$ cat src/rtl/alu_pkg.sv
// Shared RV32I ALU select codes and base opcodes, used by the issue stage,
// the ALU and the hazard logic.
package alu_pkg;
   localparam logic [3:0] ALU_AND  = 4'd0;
   localparam logic [3:0] ALU_OR   = 4'd1;
   localparam logic [3:0] ALU_XOR  = 4'd2;
   localparam logic [3:0] ALU_ADD  = 4'd3;
   localparam logic [3:0] ALU_SUB  = 4'd4;
   localparam logic [3:0] ALU_SLT  = 4'd5;
   localparam logic [3:0] ALU_SLTU = 4'd6;
   localparam logic [3:0] ALU_SLLI = 4'd7;
   localparam logic [3:0] ALU_SRLI = 4'd8;
   localparam logic [3:0] ALU_SRAI = 4'd9;
   localparam logic [3:0] ALU_SLL  = 4'd10;
   localparam logic [3:0] ALU_SRL  = 4'd11;
   localparam logic [3:0] ALU_SRA  = 4'd12;

   localparam logic [6:0] OPC_OP     = 7'b0110011;
   localparam logic [6:0] OPC_OPIMM  = 7'b0010011;
   localparam logic [6:0] OPC_LOAD   = 7'b0000011;
   localparam logic [6:0] OPC_STORE  = 7'b0100011;
   localparam logic [6:0] OPC_BRANCH = 7'b1100011;
   localparam logic [6:0] OPC_LUI    = 7'b0110111;
   localparam logic [6:0] OPC_AUIPC  = 7'b0010111;

   localparam logic [6:0] F7_BASE = 7'h00;
   localparam logic [6:0] F7_ALT  = 7'h20;
endpackage

$ cat src/rtl/alu_decode.sv
// Combinational RV32I decode: instruction, PC and register operands to
// ALU select, operands, destination and write enable.
module alu_decode
   import alu_pkg::*;
#(
   parameter int DATA_W = 32
) (
   input  logic [31:0]       instr,
   input  logic [DATA_W-1:0] pc,
   input  logic [DATA_W-1:0] rs1_val,
   input  logic [DATA_W-1:0] rs2_val,
   output logic [3:0]        sel,
   output logic [DATA_W-1:0] a,
   output logic [DATA_W-1:0] b,
   output logic [4:0]        rd,
   output logic              we,
   output logic              illegal
);
   logic [6:0]        opc;
   logic [2:0]        funct3;
   logic [6:0]        funct7;
   logic signed [11:0] imm_i_s;
   logic signed [11:0] imm_s_s;
   logic signed [31:0] imm_u_s;
   logic [DATA_W-1:0] imm_i;
   logic [DATA_W-1:0] imm_s;
   logic [DATA_W-1:0] imm_u;
   logic [DATA_W-1:0] shamt;
   logic              wr;
   logic              bad;

   assign opc     = instr[6:0];
   assign funct3  = instr[14:12];
   assign funct7  = instr[31:25];
   assign imm_i_s = instr[31:20];
   assign imm_s_s = {instr[31:25], instr[11:7]};
   assign imm_u_s = {instr[31:12], 12'h000};
   assign imm_i   = DATA_W'(imm_i_s);
   assign imm_s   = DATA_W'(imm_s_s);
   assign imm_u   = DATA_W'(imm_u_s);
   assign shamt   = DATA_W'(instr[24:20]);

   always_comb begin
      sel = ALU_ADD;
      a   = '0;
      b   = '0;
      wr  = 1'b0;
      bad = 1'b0;
      case (opc)
         OPC_OP: begin
            a  = rs1_val;
            b  = rs2_val;
            wr = 1'b1;
            case (funct3)
               3'd0: begin
                  if (funct7 == F7_BASE)     sel = ALU_ADD;
                  else if (funct7 == F7_ALT) sel = ALU_SUB;
                  else                       bad = 1'b1;
               end
               3'd5: begin
                  if (funct7 == F7_BASE)     sel = ALU_SRL;
                  else if (funct7 == F7_ALT) sel = ALU_SRA;
                  else                       bad = 1'b1;
               end
               default: begin
                  bad = (funct7 != F7_BASE);
                  case (funct3)
                     3'd1:    sel = ALU_SLL;
                     3'd2:    sel = ALU_SLT;
                     3'd3:    sel = ALU_SLTU;
                     3'd4:    sel = ALU_XOR;
                     3'd6:    sel = ALU_OR;
                     default: sel = ALU_AND;
                  endcase
               end
            endcase
         end
         OPC_OPIMM: begin
            a  = rs1_val;
            b  = imm_i;
            wr = 1'b1;
            case (funct3)
               3'd0: sel = ALU_ADD;
               3'd2: sel = ALU_SLT;
               3'd3: sel = ALU_SLTU;
               3'd4: sel = ALU_XOR;
               3'd6: sel = ALU_OR;
               3'd7: sel = ALU_AND;
               3'd1: begin
                  sel = ALU_SLLI;
                  b   = shamt;
                  bad = (funct7 != F7_BASE);
               end
               default: begin
                  b = shamt;
                  if (funct7 == F7_BASE)     sel = ALU_SRLI;
                  else if (funct7 == F7_ALT) sel = ALU_SRAI;
                  else                       bad = 1'b1;
               end
            endcase
         end
         OPC_LOAD: begin
            a  = rs1_val;
            b  = imm_i;
            wr = 1'b1;
         end
         OPC_STORE: begin
            a = rs1_val;
            b = imm_s;
         end
         OPC_BRANCH: begin
            a = rs1_val;
            b = rs2_val;
            case (funct3)
               3'd0, 3'd1: sel = ALU_SUB;
               3'd4, 3'd5: sel = ALU_SLT;
               3'd6, 3'd7: sel = ALU_SLTU;
               default:    bad = 1'b1;
            endcase
         end
         OPC_LUI: begin
            b  = imm_u;
            wr = 1'b1;
         end
         OPC_AUIPC: begin
            a  = pc;
            b  = imm_u;
            wr = 1'b1;
         end
         default: bad = 1'b1;
      endcase
      // Undecodable instructions issue as an inert AND of zeros.
      if (bad) begin
         sel = ALU_AND;
         a   = '0;
         b   = '0;
         wr  = 1'b0;
      end
   end

   assign rd      = instr[11:7];
   assign we      = wr && (instr[11:7] != 5'd0);
   assign illegal = bad;
endmodule

$ cat src/rtl/alu_issue_stage.sv
// Registered issue stage: decodes one instruction per cycle into the ALU
// operand/select interface behind a single valid/ready output register.
module alu_issue_stage
   import alu_pkg::*;
#(
   parameter int DATA_W = 32
) (
   input  logic              clk,
   input  logic              rst,
   input  logic              flush,
   input  logic              in_valid,
   output logic              in_ready,
   input  logic [31:0]       in_instr,
   input  logic [DATA_W-1:0] in_pc,
   input  logic [DATA_W-1:0] in_rs1_val,
   input  logic [DATA_W-1:0] in_rs2_val,
   output logic              out_valid,
   input  logic              out_ready,
   output logic [3:0]        out_sel,
   output logic [DATA_W-1:0] out_a,
   output logic [DATA_W-1:0] out_b,
   output logic [4:0]        out_rd,
   output logic              out_we,
   output logic              out_illegal
);
   logic [3:0]        sel_p0;
   logic [DATA_W-1:0] a_p0;
   logic [DATA_W-1:0] b_p0;
   logic [4:0]        rd_p0;
   logic              we_p0;
   logic              ill_p0;

   logic              vld_p1;
   logic [3:0]        sel_p1;
   logic [DATA_W-1:0] a_p1;
   logic [DATA_W-1:0] b_p1;
   logic [4:0]        rd_p1;
   logic              we_p1;
   logic              ill_p1;
   logic              xfer;

   alu_decode #(.DATA_W(DATA_W)) u_decode (
      .instr   (in_instr),
      .pc      (in_pc),
      .rs1_val (in_rs1_val),
      .rs2_val (in_rs2_val),
      .sel     (sel_p0),
      .a       (a_p0),
      .b       (b_p0),
      .rd      (rd_p0),
      .we      (we_p0),
      .illegal (ill_p0)
   );

   assign in_ready = !flush && (!vld_p1 || out_ready);
   assign xfer     = in_valid && in_ready;

   // p0 -> p1: issue register; flush wins over both load and consume
   always_ff @(posedge clk or posedge rst) begin
      if (rst) begin
         vld_p1 <= 1'b0;
         sel_p1 <= '0;
         a_p1   <= '0;
         b_p1   <= '0;
         rd_p1  <= '0;
         we_p1  <= 1'b0;
         ill_p1 <= 1'b0;
      end else if (flush) begin
         vld_p1 <= 1'b0;
      end else if (xfer) begin
         vld_p1 <= 1'b1;
         sel_p1 <= sel_p0;
         a_p1   <= a_p0;
         b_p1   <= b_p0;
         rd_p1  <= rd_p0;
         we_p1  <= we_p0;
         ill_p1 <= ill_p0;
      end else if (out_ready) begin
         vld_p1 <= 1'b0;
      end
   end

   assign out_valid   = vld_p1;
   assign out_sel     = sel_p1;
   assign out_a       = a_p1;
   assign out_b       = b_p1;
   assign out_rd      = rd_p1;
   assign out_we      = we_p1;
   assign out_illegal = ill_p1;
endmodule

$ cat config.mk
export PLATFORM = sky130hd
export DESIGN_NAME = alu_issue_stage
export DESIGN_NICKNAME = d
export VERILOG_FILES = /design/src/rtl/alu_pkg.sv /design/src/rtl/alu_decode.sv /design/src/rtl/alu_issue_stage.sv
export SDC_FILE = /design/constraint.sdc
export NUM_CORES = 1
export LEC_CHECK = 0
export CAP_MARGIN = 25
export CORE_ASPECT_RATIO = 0.75
export CORE_MARGIN = 5
export CORE_UTILIZATION = 30
export CTS_BUF_LIST = sky130_fd_sc_hd__clkbuf_8
export DETAILED_ROUTE_END_ITERATION = 7
export PLACE_DENSITY_LB_ADDON = 0.05
export SKIP_CTS_REPAIR_TIMING = 1
export SLEW_MARGIN = 20
export SYNTH_ARGS = -nofsm -noshare
export SYNTH_HDL_FRONTEND = slang
export SYNTH_SLANG_ARGS = --single-unit
$ cat constraint.sdc
create_clock -name clk -period 3.1 [get_ports clk]
set_input_delay 0.62 -clock clk [delete_from_list [all_inputs] [get_ports clk]]
set_output_delay 0.62 -clock clk [all_outputs]
set_load 0.01 [all_outputs]
==> qor.csv <==
metric;value;unit
drt-total-wl;13800;microns
htree_num_levels;3;
ys_seq_area_share;48.8;%
grt-ovfl-total;0;
hold_path_class;reg2reg;
synth_fp_nets;520;
arrival;2.86;ns
cp_slowest_cell;and2_1;
finalSetupTns;0;ns
place_area;6150;sq um
cellLeakagePower;2.56;nW
cts.path.max_buffers;2;
status;complete, no violations;
die_h;109;microns
gp_congestion;0.878;
cts_tree;done;
fin_crit_sh;82.7;%
area.growth.synth_to_final;64.1;%
grt_pass1_vias;3896;
ys_types;49;
path_clk_slew;0.08;ns
cp_max_fo;21;
cts_sinks;76;
r2r_start;out_valid;
final_layout_size_suffix_gt1_share;8.80;%
grt_pass1_wl;21200;microns
ys_top_cells_by_area;dfrtp_1, a22oi_1, a221o_1, nand2_1, a22o_1;
worst_slack;0.536;ns
maxSlewViolCount;0;
power;2.32;mW
path_cells;clkdlybuf4s50_1 -> nand2b_2 -> a21oi_2 -> and2_1 -> a221o_1 -> a22o_1;
crit_type;in2reg;
vdd_drop_max;0.000244;V
drt_pass1_iterations;4;
fmax;390;MHz
final_nets;720;
tightest_slew;0.829;ns
n_antenna_cell;0;
pre_cts_ws;0.163;ns
antenna_found_initial;0;
yosys_warnings;0;
async_flop_share;100;%
synth_common_cells;dfrtp_1, nand2_1, a22oi_1;
io_pins;210;
grt_usage;17.4;%
period_minus_slack;2.56;ns
worstSetupEndpointType;flop;
synth.top_cell.area_share;48.8;%
instances_no_fill;762;
rows;36;
rsz0062_at_grt;no;
viasPerCell;5.07;
post-synth-top-area-cell;dfrtp_1;
synth-edff-count;0;
synthCells;387;
crit_path_start;in_instr[6];
die_w;142;microns
num_vias;3866;
antenna_left;0;
clk_latency;0.35;ns
syn_area_per_cell;10.1;sq um
wire_per_inst;18.1;microns
synth-seq-cells;76;
hold_viol;0;
placedCellCount;747;
dr.first_iter.drc_count;183;
worst_path_largest_cell_delay;0.69;ns
slew_headroom;44.7;%
skew;0.00512;ns
required;3.40;ns
ys_dominant_reg_cell;dfrtp_1;
dp_hpwl;10300;microns
netlist_area;3890;sq um
setup_viol_count_final;0;
core;12800;sq um
drc;0;
cp-start-kind;input pin;
portBuffers;209;
numCtsBuffers;9;
post-synth-top-count-cell;dfrtp_1;
maxCapViolCount;0;
floorplan.initialDensity;30.3;%
power_density;364;nW/um^2
cts-root-buf;clkbuf_8;
die_area;15400;sq um
hp-start;out_a[19];
finalInstanceArea;6390;sq um
grt_max_degree;76;
## per-layer routing
layer | part of all wire (%) | global-route usage (%) | up-vias
li1 | - | - | 1860
met1 | 45 | 23.2 | 1850
met2 | 44 | 26.8 | 145
met3 | 9.4 | 7.23 | 11
met4 | 1.0 | 3.77 | 0
met5 | 0 | 0 | -
## flip-flops by register name (all words and copies together), names as in the netlist
register / count
out_rd: 5
out_a: 32
out_sel: 4
out_we: 1
out_illegal: 1
out_valid: 1
out_b: 32
## metrics by stage
stage          hold WS (ns)  utilization, %
2_1_floorplan         0.516               -
3_3_place_gp          0.461            47.9
3_5_place_dp          0.469            47.9
4_1_cts               0.487            49.8
5_1_grt               0.510            49.8
6_report              0.479            49.8
## critical path, delay by kind of cell
kind | cells | cell delay (ns)
buf+inv | 1 | 0.65
simple gates | 2 | 1.03
compound gates | 3 | 0.55
## cell usage in the layout, fill, tap and decap left out, types with 2 or more instances in the layout
cell / count
a22oi_1: 43
bufinv_16: 3
a221o_1: 21
nor2b_1: 4
a21oi_1: 4
dfrtp_1: 76
and3_1: 4
o41ai_2: 2
clkbuf_8: 10
and2b_1: 2
o22ai_1: 2
nand4_1: 2
o21ai_1: 18
and2_1: 2
nand3b_1: 5
nor2_2: 2
buf_4: 12
nand2b_1: 4
mux2i_1: 5
clkdlybuf4s50_1: 209
buf_12: 2
o21ai_0: 35
a22o_1: 21
clkinv_2: 3
nand3_1: 2
nor2_1: 11
o31ai_1: 3
inv_1: 3
nor4_1: 3
nand2_2: 3
nand2_1: 52
mux2_2: 5
## where the power goes
part           internal, mW  switching (mW)  total [mW]
clock                 0.550           0.375       0.925
sequential             1.01         0.00899        1.02
combinational         0.230           0.154       0.384
total                  1.79           0.538        2.32
## cells by family (layout without fill, tap and decap cells)
kind of cell           Yosys count  count (layout)  synth area share, %
AOI/OAI and AO/OA              158             158                 29.7
buffers and inverters           39             243                 5.20
DFF                             76              76                 48.8
muxes                           10              10                 2.73
and+or+nand+nor                104             104                 13.5
## final cells by class
class | count | area [sq um]
clock buffers | 10 | 138
multi-input cells | 272 | 1800
fillers | 1194 | 6450
clock inverters | 5 | 100
repair buffers | 223 | 2220
well taps | 171 | 214
flip-flops and latches | 76 | 1900
inverters | 5 | 20.0
## worst paths after layout
kind                        endpoint  slack, ns  depth (start not counted)
setup / recovery           out_b[28]       0.54                          6
hold / removal             out_a[19]       0.48                          2
setup reg to reg           out_b[10]       1.49                          5
hold reg to reg            out_a[19]       0.48                          2
max in group asynchronous  out_rd[0]       1.78                          3
min in group asynchronous  out_b[17]       0.68                          2
No activity file was read; power rests on OpenSTA's default activity.
